$ cat config.mk
export PLATFORM = sky130hd
export DESIGN_NAME = fixed_to_bcd
export DESIGN_NICKNAME = d
export VERILOG_FILES = /design/src/rtl/calc_fmt_pkg.sv /design/src/rtl/fixed_to_bcd_dabble_step.sv /design/src/rtl/fixed_to_bcd.sv
export SDC_FILE = /design/constraint.sdc
export NUM_CORES = 1
export LEC_CHECK = 0
export ABC_AREA = 1
export CAP_MARGIN = 20
export CORE_ASPECT_RATIO = 1.1
export CORE_MARGIN = 2
export CORE_UTILIZATION = 40
export CTS_BUF_LIST = sky130_fd_sc_hd__clkbuf_4 sky130_fd_sc_hd__clkbuf_8
export CTS_CLUSTER_DIAMETER = 120
export DETAILED_ROUTE_END_ITERATION = 8
export PLACE_DENSITY = 0.71
export SETUP_SLACK_MARGIN = 0.02
export SLEW_MARGIN = 30
export SYNTH_ARGS = -nofsm -noshare
export SYNTH_HDL_FRONTEND = slang
export SYNTH_SLANG_ARGS = --single-unit
$ cat constraint.sdc
create_clock -name CLK -period 1.6 [get_ports CLK]
set_input_delay 0.32 -clock CLK [delete_from_list [all_inputs] [get_ports CLK]]
set_output_delay 0.32 -clock CLK [all_outputs]
set_load 0.005 [all_outputs]
$ cat src/rtl/calc_fmt_pkg.sv
// Shared types and constants for the result-formatting stages.
package calc_fmt_pkg;

    localparam int OUTPUTWIDTH     = 24;
    localparam int BCD_W           = 4;
    localparam logic [BCD_W-1:0] BCD_BLANK = 4'hF;
    localparam int DEF_FRAC_BITS   = 8;
    localparam int DEF_INT_DIGITS  = 5;
    localparam int DEF_FRAC_DIGITS = 3;

    typedef enum logic [2:0] {
        S_IDLE,
        S_ABS,
        S_INT,
        S_FRAC,
        S_DONE
    } fmt_state_t;

endpackage

$ cat src/rtl/fixed_to_bcd_dabble_step.sv
// One double-dabble step: +3 on every nibble >= 5, then shift left taking in bit_i.
// Combinational, zero latency; no flow control.
// Bits shifted out of the top nibble are dropped; callers size DIGITS to avoid overflow.
module dabble_step
    import calc_fmt_pkg::*;
#(
    parameter int DIGITS = DEF_INT_DIGITS
) (
    input  logic [BCD_W*DIGITS-1:0] bcd_i,
    input  logic                    bit_i,
    output logic [BCD_W*DIGITS-1:0] bcd_o
);

    logic [BCD_W*DIGITS-1:0] adj;

    always_comb begin
        adj = bcd_i;
        for (int i = 0; i < DIGITS; i++) begin
            if (bcd_i[BCD_W*i +: BCD_W] >= 4'd5) begin
                adj[BCD_W*i +: BCD_W] = bcd_i[BCD_W*i +: BCD_W] + 4'd3;
            end
        end
        bcd_o = (adj << 1) | {{(BCD_W*DIGITS-1){1'b0}}, bit_i};
    end

endmodule

$ cat src/rtl/fixed_to_bcd.sv
// Serial signed fixed-point to sign + packed BCD converter; FIXED_TO_BCD_LZ_BLANK_EN blanks leading integer zeros.
// Latency: W-FRAC+FRAC_DIGITS+2 enabled edges from i_start to the o_done pulse.
// No backpressure: i_start outside IDLE is dropped; i_ce low freezes everything.
module fixed_to_bcd
    import calc_fmt_pkg::*;
#(
    parameter int W           = OUTPUTWIDTH,
    parameter int FRAC        = DEF_FRAC_BITS,
    parameter int INT_DIGITS  = DEF_INT_DIGITS,
    parameter int FRAC_DIGITS = DEF_FRAC_DIGITS
) (
    input  logic                        CLK,
    input  logic                        RST,
    input  logic                        i_ce,
    input  logic                        i_start,
    input  logic [W-1:0]                i_val,
    output logic                        o_sign,
    output logic [BCD_W*INT_DIGITS-1:0]  o_int_bcd,
    output logic [BCD_W*FRAC_DIGITS-1:0] o_frac_bcd,
    output logic                        o_busy,
    output logic                        o_done
);

    localparam int IW    = W - FRAC;
    localparam int BW    = BCD_W * INT_DIGITS;
    localparam int FW    = BCD_W * FRAC_DIGITS;
    localparam int CNT_W = $clog2(IW + FRAC_DIGITS + 1);

    fmt_state_t        state_q, state_d;
    logic [W-1:0]      val_q, val_d;
    logic              sign_q, sign_d;
    logic [IW-1:0]     int_sh_q, int_sh_d;
    logic [FRAC-1:0]   frac_r_q, frac_r_d;
    logic [BW-1:0]     acc_q, acc_d;
    logic [FW-1:0]     fbcd_q, fbcd_d;
    logic [CNT_W-1:0]  cnt_q, cnt_d;
    logic              o_sign_q, o_sign_d;
    logic [BW-1:0]     o_int_q, o_int_d;
    logic [FW-1:0]     o_frac_q, o_frac_d;
    logic              o_done_q, o_done_d;

    logic [W-1:0]      mag;
    logic [FRAC+3:0]   times10;
    logic [BW-1:0]     acc_step;
    logic [BW-1:0]     int_disp;

    dabble_step #(.DIGITS(INT_DIGITS)) u_dabble (
        .bcd_i (acc_q),
        .bit_i (int_sh_q[IW-1]),
        .bcd_o (acc_step)
    );

`ifdef FIXED_TO_BCD_LZ_BLANK_EN
    logic lead;

    // The units digit is never blanked so that zero still shows as "0".
    always_comb begin
        int_disp = acc_q;
        lead     = 1'b1;
        for (int i = INT_DIGITS - 1; i >= 1; i--) begin
            if (lead && (acc_q[BCD_W*i +: BCD_W] == '0)) begin
                int_disp[BCD_W*i +: BCD_W] = BCD_BLANK;
            end else begin
                lead = 1'b0;
            end
        end
    end
`else
    assign int_disp = acc_q;
`endif

    // Unsigned W-bit magnitude keeps the most negative input exact.
    assign mag     = val_q[W-1] ? (W'(0) - val_q) : val_q;
    assign times10 = ({4'b0000, frac_r_q} << 3) + ({4'b0000, frac_r_q} << 1);

    always_comb begin
        state_d  = state_q;
        val_d    = val_q;
        sign_d   = sign_q;
        int_sh_d = int_sh_q;
        frac_r_d = frac_r_q;
        acc_d    = acc_q;
        fbcd_d   = fbcd_q;
        cnt_d    = cnt_q;
        o_sign_d = o_sign_q;
        o_int_d  = o_int_q;
        o_frac_d = o_frac_q;
        o_done_d = 1'b0;
        case (state_q)
            S_IDLE: begin
                if (i_start) begin
                    val_d   = i_val;
                    state_d = S_ABS;
                end
            end
            S_ABS: begin
                sign_d   = val_q[W-1];
                int_sh_d = mag[W-1:FRAC];
                frac_r_d = mag[FRAC-1:0];
                acc_d    = '0;
                fbcd_d   = '0;
                cnt_d    = '0;
                state_d  = S_INT;
            end
            S_INT: begin
                acc_d    = acc_step;
                int_sh_d = {int_sh_q[IW-2:0], 1'b0};
                if (cnt_q == CNT_W'(IW - 1)) begin
                    cnt_d   = '0;
                    state_d = S_FRAC;
                end else begin
                    cnt_d = cnt_q + CNT_W'(1);
                end
            end
            S_FRAC: begin
                fbcd_d   = {fbcd_q[FW-BCD_W-1:0], times10[FRAC+3:FRAC]};
                frac_r_d = times10[FRAC-1:0];
                if (cnt_q == CNT_W'(FRAC_DIGITS - 1)) begin
                    cnt_d   = '0;
                    state_d = S_DONE;
                end else begin
                    cnt_d = cnt_q + CNT_W'(1);
                end
            end
            S_DONE: begin
                o_sign_d = sign_q;
                o_int_d  = int_disp;
                o_frac_d = fbcd_q;
                o_done_d = 1'b1;
                state_d  = S_IDLE;
            end
            default: state_d = S_IDLE;
        endcase
    end

    always_ff @(posedge CLK) begin
        if (RST) begin
            state_q  <= S_IDLE;
            val_q    <= '0;
            sign_q   <= 1'b0;
            int_sh_q <= '0;
            frac_r_q <= '0;
            acc_q    <= '0;
            fbcd_q   <= '0;
            cnt_q    <= '0;
            o_sign_q <= 1'b0;
            o_int_q  <= '0;
            o_frac_q <= '0;
            o_done_q <= 1'b0;
        end else if (i_ce) begin
            state_q  <= state_d;
            val_q    <= val_d;
            sign_q   <= sign_d;
            int_sh_q <= int_sh_d;
            frac_r_q <= frac_r_d;
            acc_q    <= acc_d;
            fbcd_q   <= fbcd_d;
            cnt_q    <= cnt_d;
            o_sign_q <= o_sign_d;
            o_int_q  <= o_int_d;
            o_frac_q <= o_frac_d;
            o_done_q <= o_done_d;
        end
    end

    assign o_sign     = o_sign_q;
    assign o_int_bcd  = o_int_q;
    assign o_frac_bcd = o_frac_q;
    assign o_done     = o_done_q;
    assign o_busy     = (state_q != S_IDLE);

endmodule

[After elaboration in Yosys (flattened, before gate mapping)]
Index checks and enable logic that the tools add are counted.
Operators by class
  magnitude comparators: 5
  muxes and demuxes: 18
  add/sub/neg operators: 8
  equal/unequal tests: 9
  bitwise gates (word level): 1
  reductions and logical operators: 12
Operator list (count)
  $pmux W20 S2: 1
  $pmux W16 S2: 1
  $mux W24: 1
  $pmux W12 S2: 1
  $sub A1 B24 Y24 const A: 1
  $ge A4 B3 Y1 const B: 5
  $or A20 B1 Y20: 1
  $add A4 B2 Y4 const B: 4
  $mux W4: 4
  $pmux W8 S2: 1
  $pmux W5 S3: 1
  $add A11 B9 Y12: 1
  $mux W3: 4
  $pmux W3 S4: 1
  $mux W5: 2
  $reduce_and A2 Y1: 5
  $eq A3 B2 Y1 const B: 2
  $ne A2 B2 Y1 const B: 3
  $reduce_bool A3 Y1: 2
  $add A5 B1 Y5 const B: 1
  $eq A5 B2 Y1 const B: 1
  $eq A5 B4 Y1 const B: 1
  $reduce_and A4 Y1: 1
  $reduce_bool A2 Y1: 2
  other kinds (6): 6
Storage, ports and cells
  register bits: 123
  output and inout port bits: 35
  bits of input ports: 28
  logic and storage cells: 65

[Longest topological paths before layout]
  depth after elaboration: 4
  mapped depth: 11
  gate-level depth less buffers: 11

[By module]
A second synthesis with hierarchy kept.
Second synthesis, totals
  cell total of the unflattened synthesis: 888
  area total of the unflattened synthesis: 6211.0 um2
Modules (own cells, without submodules)
  fixed_to_bcd: instances 1, cells an instance 783, sequential area each 2462.4 um2, area each 5645.4 um2
  dabble_step: instances 1, cells an instance 105, sequential area each 0.0 um2, area each 565.5 um2

[Worst setup path after synthesis]
OpenSTA, ideal clock, no wires.
  path type: register to register
  start point: register frac_r_q[0]
  end point: register frac_r_q[7]
  library setup time: 0.070 ns
  buffers on the path: 0
  period minus slack after synthesis: 1.553 ns
  cell stages (with the launch flop): 9
  arrival: 1.483 ns
  slack: 0.047 ns
  cell sequence: dfxtp_1 -> ha_1 -> fa_1 -> nand3_1 -> nand2_1 -> xnor2_1 -> o21ai_0 -> inv_1 -> a21oi_1
On the way
  longest elaborated chain between the ends: 2
RTL lines
  start, declared: RTL line fixed_to_bcd.sv:33  | logic [FRAC-1:0] frac_r_q, frac_r_d;
  start signal, assigned: RTL line fixed_to_bcd.sv:155  | frac_r_q <= frac_r_d;
  $add A11 B9 Y12: RTL line fixed_to_bcd.sv:74  | assign times10 = ({4'b0000, frac_r_q} << 3) + ({4'b0000, frac_r_q} << 1);
  $pmux W8 S2: RTL line fixed_to_bcd.sv:89  | case (state_q)
No other way between the ends.
A chain may end at the register's enable or synchronous reset.

[Worst setup path in the final report]
  start point: register frac_r_q[2]
  end point: register fbcd_q[1]
On the way
  longest elaborated chain between the ends: 2
RTL lines
  $add A11 B9 Y12: RTL line fixed_to_bcd.sv:74
  $pmux W12 S2: RTL line fixed_to_bcd.sv:89
  end signal, assigned: RTL line fixed_to_bcd.sv:144  | fbcd_q <= '0;
  end signal, assigned: RTL line fixed_to_bcd.sv:157  | fbcd_q <= fbcd_d;
  end, declared: RTL line fixed_to_bcd.sv:35  | logic [FW-1:0] fbcd_q, fbcd_d;
No other way between the ends.

==> metrics.yaml <==
pwr:
  p_switching_mw: 2.59
  leakage_nw: 3.28
  vdd_drop_max_v: 0.000481
  pwr-share-seq: 0.417
  p_sw_frac: 0.308
  powerDensity_nw_per_um2: 1100
  internal_power_mw: 5.82
  clkPwrFrac: 0.341
  comb_power_share: 0.242
timing:
  min_period_ns: 1.57
  hold_viol_final: 0
  period_share: 0.981
  setup_ws_ns: 0.0306
  finalSetupViolCount: 0
  slew_headroom: 0.786
  fmax_ghz: 0.637
  slew_viol_final: 0
  finalClockSkew_ns: 0.00793
  tightest_slew_ns: 0.320
  rsz0062_at_grt: "true"
  fin_tns_setup_ns: 0
cts:
  clk_pin_slew_ns: 0.07
  cts_buffers: 17
  cts_tree: "built"
  clk_latency_ns: 0.44
  htree_levels: 4
  clock_path_buffers: 2
  ctsHoldBuffers: 0
  cts.sinks: 123
  cts-root-buf: "clkbuf_8"
detailed_routing:
  wl_per_cell_um: 12.4
  met1_length_um: 6700
  viasPerCell: 5.01
  drt_iter0_drc: 354
  ant_nets: 0
  routed_wl_um: 14000
  vias: 5655
  top_layer: "met4"
  firstDrtPassIters: 5
  routed-wl-met2_um: 6570
  route.detailed.drc: 0
  dr_wl_met3_um: 495
global_route:
  grt_use_total: 0.180
  grt_pass1_vias: 5249
  grt_overflow: 0
  grt_max_degree: 53
  grt_pass1_wl_um: 23500
  antenna_found_initial: 0
yosys:
  async_flop_share: 0
  netlist_area_sq_um: 5910
  synth.most_common_cell: "nand2_1"
  seq_area_frac_synth: 0.417
  ys_seq_elements: 123
  synth.top_cells.by_count: "147 x nand2_1, 123 x dfxtp_1, 119 x a21oi_1"
  yosys.area.top_type: "dfxtp_1"
  synth_fp_nets: 873
  synth-edff-count: 0
  synthTopCellsByArea: "dfxtp_1 42%, a21oi_1 10%, nand2_1 9.3%"
  avgSynthCellArea_sq_um: 7.18
  yosys_warnings: 0
  syn_inst: 823
  yosys_most_used_dff: "dfxtp_1"
  ys_types: 35
  netlist.area_leader.share: 0.417
worst_setup_path:
  crit_chain: "ha_4 > fa_2 > nand4_1 > o211ai_1 > a21boi_1 > o21ai_1 > a21oi_1"
  required_ns: 1.98
  start_kind: "register"
  crit_fanout: 3
  end_kind: "register"
  cp.depth: 7
  cp_slowest_stage_delay_ns: 0.40
  crit_buf_inv: 0
  cp.arrival_ns: 1.95
  slowest_stage: "fa_2"
  rr_worst_depth: 7
  crit_family: "adder cells"
  criticalPathCategory: "register to register"
floorplan:
  num_rows: 46
  io-pin-count: 63
  start_util: 0.409
  die_h_um: 131
  die_x_um: 120
  core_area_sq_um: 14400
  die-area_sq_um: 15800
final_layout:
  stdcell_area_sq_um: 7680
  n_antenna_cell: 0
  drive_gt1_frac: 0.181
  syn2layout_area_growth_pct: 29.9
  nets: 974
placement:
  place_hpwl_um: 9580
  pre_cts_ws_ns: -0.233
  port_buffers: 62
  place_area_sq_um: 7080
  routabilityCongestion: 0.895
min_path:
  hold_path_class: "register to register"
  holdPathStages: 2
job:
  maxCapViolations: 0
status:
  status: "finished, final reports clean"
-- per-stage QoR --
stage,util,power (mW),hold slack [ns],cells
final,0.531,8.41,0.468,1129
after detailed placement,0.490,5.49,0.453,1092
after global routing,0.531,8.93,0.488,1129
after floorplan,-,4.73,0.439,823
after global placement,0.490,5.47,0.451,1092
after CTS,0.518,8.35,0.467,1125
-- path summary, 6_finish.rpt --
check | endpoint | slack, ns | startpoint
setup reg to reg | fbcd_q[1] | 0.03 | frac_r_q[2]
hold reg to reg | fbcd_q[10] | 0.47 | fbcd_q[10]
setup / recovery | fbcd_q[1] | 0.03 | frac_r_q[2]
hold / removal | fbcd_q[10] | 0.47 | fbcd_q[10]
-- registers in the layout, indices dropped and copies added, names as in the netlist, 3 cells and up --
signal / flops
o_int_bcd: 20
cnt_q: 5
frac_r_q: 8
acc_q: 20
state_q: 3
o_frac_bcd: 12
val_q: 24
int_sh_q: 16
fbcd_q: 12
-- layout make-up --
class | count | area, sq um
clock buffers | 20 | 269
clock inverters | 12 | 146
fillers | 1393 | 6770
inverters | 74 | 280
multi-input cells | 586 | 3150
flip-flops and latches | 123 | 2490
well taps | 192 | 240
repair buffers | 122 | 1100
-- power groups by stage --
stage / Combinational, mW / Sequential, mW / Clock, mW
3_3_place_gp: 1.91 / 3.55 / 0
2_1_floorplan: 1.20 / 3.53 / 0
4_1_cts: 1.92 / 3.50 / 2.93
6_report: 2.03 / 3.51 / 2.87
3_5_place_dp: 1.94 / 3.56 / 0
5_1_grt: 2.30 / 3.55 / 3.08
-- worst min-delay path, delay by kind of cell (launching register included) --
kind             cells  cell delay, ns
flip-flops           1            0.31
AO/OA/AOI/OAI        1            0.05
AND/OR/NAND/NOR      1            0.06
-- layer usage --
metal | vias up | track usage
li1 | 2961 | -
met1 | 2573 | 0.234
met2 | 106 | 0.289
met3 | 15 | 0.0412
met4 | 0 | 0.0686
met5 | - | 0
-- what timing repair did --
action	in CTS	in global routing
cloned	0	0
pin swaps	3	14
resized for setup	53	48
endpoints found under the setup margin	42	33
setup buffers	1	4
-- cells by family after synthesis --
kind of cell	Yosys count	synth area share
buf+inv	114	0.0781
simple gates	305	0.219
fa+ha+maj	22	0.0478
flops	123	0.417
xor+xnor	7	0.0104
compound gates	252	0.228
-- cells in the final DEF, fill, tap and decap left out, drive strengths merged, types with 2 or more instances in the layout --
master and n:
a211oi 4, a21oi 119, a31oi 6, buf 60
bufinv 3, clkbuf 21, clkdlybuf4s50 27, clkinv 8
clkinvlp 3, dfxtp 123, dlygate4sd2 34, ha 21
inv 72, nand2 150, nand3 51, nand4 12
nor2 76, nor3 4, o211ai 11, o21a 2
o21ai 105, or2 11, xor2 6
Note: power is estimated with default switching activity, not from simulation.
